<file path="src/rtl/vx_commit_arb.sv">
// vx_commit_arb: round-robin commit arbiter that merges execute-unit commit streams onto one
// registered writeback port, holding the grant across multi-beat commits.
module vx_commit_arb #(
    parameter int NUM_REQS   = 6,
    parameter int DATA_WIDTH = 64,
    parameter int SEL_BITS   = $clog2(NUM_REQS)
) (
    input  logic                         clk,
    input  logic                         reset,
    input  logic [NUM_REQS-1:0]          req_valid_in,
    input  logic [NUM_REQS*DATA_WIDTH-1:0] req_data_in,
    input  logic [NUM_REQS-1:0]          req_eop_in,
    output logic [NUM_REQS-1:0]          req_ready_in,
    output logic                         rsp_valid_out,
    output logic [DATA_WIDTH-1:0]        rsp_data_out,
    output logic                         rsp_eop_out,
    output logic [SEL_BITS-1:0]          rsp_sel_out,
    input  logic                         rsp_ready_out,
    output logic [31:0]                  stall_cycles
);
    logic                  can_load;
    logic                  found;
    logic                  fire;
    logic                  locked;
    logic [SEL_BITS-1:0]   grant;
    logic [SEL_BITS-1:0]   idx;
    logic [SEL_BITS-1:0]   last_grant;
    logic [SEL_BITS-1:0]   lock_idx;
    logic [DATA_WIDTH-1:0] grant_data;
    logic                  grant_eop;

    assign can_load = !rsp_valid_out || rsp_ready_out;
    assign fire     = can_load && found;

    // Scan from the farthest offset down so the nearest valid source after last_grant wins.
    always_comb begin
        grant = lock_idx;
        idx   = lock_idx;
        found = req_valid_in[lock_idx];
        if (!locked) begin
            found = 1'b0;
            for (int k = NUM_REQS; k >= 1; k--) begin
                idx = SEL_BITS'((int'(last_grant) + k) % NUM_REQS);
                if (req_valid_in[idx]) begin
                    grant = idx;
                    found = 1'b1;
                end
            end
        end
    end

    always_comb begin
        grant_data = '0;
        grant_eop  = 1'b0;
        for (int i = 0; i < NUM_REQS; i++) begin
            if (grant == SEL_BITS'(i)) begin
                grant_data = req_data_in[i*DATA_WIDTH +: DATA_WIDTH];
                grant_eop  = req_eop_in[i];
            end
        end
    end

    assign req_ready_in = (!reset && fire) ? NUM_REQS'(1) << grant : '0;

    always_ff @(posedge clk) begin
        if (reset) begin
            rsp_valid_out <= 1'b0;
            rsp_data_out  <= '0;
            rsp_eop_out   <= 1'b0;
            rsp_sel_out   <= '0;
            stall_cycles  <= '0;
            locked        <= 1'b0;
            lock_idx      <= '0;
            last_grant    <= SEL_BITS'(NUM_REQS - 1);
        end else begin
            if (rsp_valid_out && !rsp_ready_out)
                stall_cycles <= stall_cycles + 32'd1;
            if (can_load)
                rsp_valid_out <= found;
            if (fire) begin
                rsp_data_out <= grant_data;
                rsp_eop_out  <= grant_eop;
                rsp_sel_out  <= grant;
                last_grant   <= grant;
                locked       <= !grant_eop;
                if (!grant_eop)
                    lock_idx <= grant;
            end
        end
    end
endmodule

</file>
<file path="config.mk">
export PLATFORM = sky130hd
export DESIGN_NAME = vx_commit_arb
export DESIGN_NICKNAME = d
export VERILOG_FILES = /design/src/rtl/vx_commit_arb.sv
export SDC_FILE = /design/constraint.sdc
export NUM_CORES = 1
export LEC_CHECK = 0
export BUFFER_PORTS_ARGS = -buffer_cell sky130_fd_sc_hd__buf_2
export CORE_AREA = 2 2 199 201
export CTS_CLUSTER_SIZE = 30
export DETAILED_ROUTE_END_ITERATION = 10
export DIE_AREA = 0 0 201 203
export GPL_TIMING_DRIVEN = 0
export PLACE_DENSITY = 0.51
export SYNTH_ARGS = -nofsm -noshare
export SYNTH_HDL_FRONTEND = slang
export SYNTH_SLANG_ARGS = --single-unit
</file>
<file path="constraint.sdc">
create_clock -name clk -period 4.7 [get_ports clk]
set_input_delay 0.47 -clock clk [delete_from_list [all_inputs] [get_ports clk]]
set_output_delay 0.47 -clock clk [all_outputs]
set_load 0.01 [all_outputs]
</file>
==> reports/results.tsv <==
metric	value	unit
Rel. slew slack	0.363	
highest clock rate	0.221	GHz
area delta synth->final	53.1	%
Clock Sinks	107	
met3 Usage GRT	0.0413	
startpoint types	flop	
synthesized instance count	1152	
Place WS	-1.31	ns
Total Routing Usage GR	0.231	
xor and xnor area share after synthesis	0.0355	
crit-path cells	buf_8 > buf_8 > inv_1 > ha_4 > xor2_4 > inv_4 > ha_4 > nor2b_4 > a21o_1 > a22oi_2 > a31oi_4 > a21o_1 > o211a_2 > nand2b_4 > buf_6 > nor2_4 > buf_12 > buf_6 > nand2_1 > nor3_2 > buf_2	
worst path required time	4.23	ns
clk buf depth	2	
number of global-route vias before repair	11100	
gr busiest metal	met2	
Die ar.	0.0408	mm^2
Worst-Margin Slew	0.956	ns
initial antenna violation count	3	
Layout fillers	4288	
pins over their slew limit	0	
largest family of logic cells by synthesized area	compound AO/OA/AOI/OAI gates	
DIE HEIGHT	203	um
hold depth	3	
Setup Viol. Count Final	0	
compound-gate portion of the synthesized area	0.299	
Post-layout nets	2111	
met2 usage	0.425	
Post-synth top flop	dfxtp_1	
slowest cell delay on critical path	0.41	ns
most frequent cell after synthesis	nand2_1	
Clock Skew	0.0132	ns
RR Startpoint	last_grant[0]	
number of port buffers	504	
Synth area leader	dfxtp_1	
r2r worst-path depth	21	
CTS clock-pin slew for the worst setup and hold paths	0.09	ns
post-synthesis mux area share	0.0557	
cts hold-fix bufs	0	
GPL Wtd Cong	0.943	
post-synth top area share	0.265	
CTS Buf Count	9	
CTS tree	yes	
first-pass GRT wire length	70300	um
Final min period	4.53	ns
synth cell count leaders	nand2_1, dfxtp_1, nor2_1, a21oi_1, o21ai_0	
Placement Rows	72	
clk_lat worst skew	0.38	ns
Area contributors post-synth	dfxtp_1, nand2_1, a21oi_1	
CP max-delay cell	dfxtp_4	
drt pass-1 iters	5	
DP HPWL	39000	um
Root Driver	clkbuf_16	
critical path class	flop to output pin	
layout cells sized above 1	0.395	
count of buffer and inverter cells on the critical path	8	
largest net degree at the start of global routing	21	
Yosys warnings	0	
number of vias per cell	5.01	
drt total wl	48900	um
Starting Density	0.210	
hold path startpoint	req_data_in[339]	
outcome	finished, final reports clean	
Core Area	0.0385	mm^2
Die Wd	201	um
max-cap viol count	0	
Post-Syn Area	0.00808	mm^2
DRT antenna net count	0	
WP data arrival	4.06	ns
#FFs+latches synth	107	
Reg2Reg Setup Slack	0.29	ns
Top Family by Delay on Critical Path	compound AO/OA/AOI/OAI gates	
Initial DRC Count	570	
H-tree depth	3	
Final Hold Vio Count	0	
period utilization	0.965	
CP endpoint kind	output pin	
crit path max fanout	10	
Post-synth EDFFs	0	
Post-Synth Adder-Cell Area	0.0232	
sequential area share after synthesis	0.265	
asr flop ratio synth	0	
syn_area_per_cell	7.02	um^2
Setup WS post-layout	0.165	ns
syn nets	1566	
Hold Path Sink	rsp_data_out[19]	
Remaining DRCs	0	
IO Pins	506	
post-synthesis simple-gate area fraction	0.259	
Min-Delay Path Class	input pin to flop	
Critical R2R Capture	rsp_data_out[0]	
DR vias	11100	
met1 global-route usage	0.262	
mean routed wirelength per cell	22.0	um
Netlist cell types	76	
global route total overflow	0	
-- per-stage QoR --
step	hold WS [ns]	area (um^2)	TNS [ns]	utilization	cells
final	0.372	12400	0	0.322	2224
after global routing	0.370	12400	-0.00899	0.321	2221
after CTS	0.338	12200	-0.0141	0.317	2216
after detailed placement	0.488	11300	-87.33	0.293	2175
after global placement	0.480	11300	-83.60	0.293	2174
after floorplan	0.487	8080	0	-	1152
-- layer usage --
metal	wire, um	part of all wire
met1	19000	0.39
met4	1680	0.034
met2	24800	0.51
met3	3390	0.069
met5	10	0.00020
-- cell type report --
| type | instances | area (um^2) | area share |
|---|---|---|---|
| multi-input combinational | 930 | 5800 | 0.469 |
| antenna | 4 | 10.0 | 0.000809 |
| inverter | 11 | 53.8 | 0.00435 |
| clock buffer | 10 | 239 | 0.0193 |
| tap | 518 | 648 | 0.0524 |
| clock inverter | 6 | 62.6 | 0.00506 |
| sequential | 107 | 2150 | 0.174 |
| buffer | 96 | 567 | 0.0458 |
| timing repair buffer | 542 | 2840 | 0.230 |
-- kinds of logic (layout without fill, tap and decap cells) --
kind of cell,count (synthesis),count (layout)
AOI/OAI and AO/OA,368,368
xor gates and xnor gates,31,31
adders and majority gates,15,15
buffers and inverters,115,665
DFF,107,107
muxes,41,41
other,0,4
and+or+nand+nor,475,475
-- how the worst max path moves through the flow --
stage                        startpoint                to  cells after the start
after CTS                 last_grant[2]   req_ready_in[5]                     21
after floorplan           last_grant[0]   req_ready_in[0]                     18
after global routing      last_grant[0]   req_ready_in[4]                     18
after detailed placement  last_grant[0]  rsp_data_out[55]                     18
after global placement    last_grant[0]   req_ready_in[1]                     19
final                     last_grant[0]   req_ready_in[5]                     21
-- sequential cells by signal, summed over array words and instances, names as in the netlist --
register and flops:
locked 1, lock_idx 3, last_grant 2, rsp_sel_out 3, stall_cycles 32, rsp_valid_out 1, rsp_eop_out 1, rsp_data_out 64
-- cell usage in the layout, fill, tap and decap left out, drive strengths merged, types with 30 or more instances in the layout --
master | synthesis | routed
nor2 | 108 | 108
buf | 47 | 584
nand2 | 253 | 253
mux2i | 30 | 30
o221ai | 47 | 47
dfxtp | 107 | 107
o21ai | 76 | 76
a31oi | 50 | 50
a21oi | 107 | 107
clkbuf | 57 | 63
-- what timing repair did --
item                                    in CTS  in global routing
endpoints found under the setup margin      80                 54
resized for setup                          100                 39
pin swaps                                   17                 18
buffers inserted                            28                 10
-- worst min-delay path, stage by stage --
cell,delay (ns)
buf_2,0.09
nor2_1,0.09
nor4_1,0.05
Power is not shown: default switching activity piles up to over one toggle a cycle in this logic, so the estimate is an artifact.
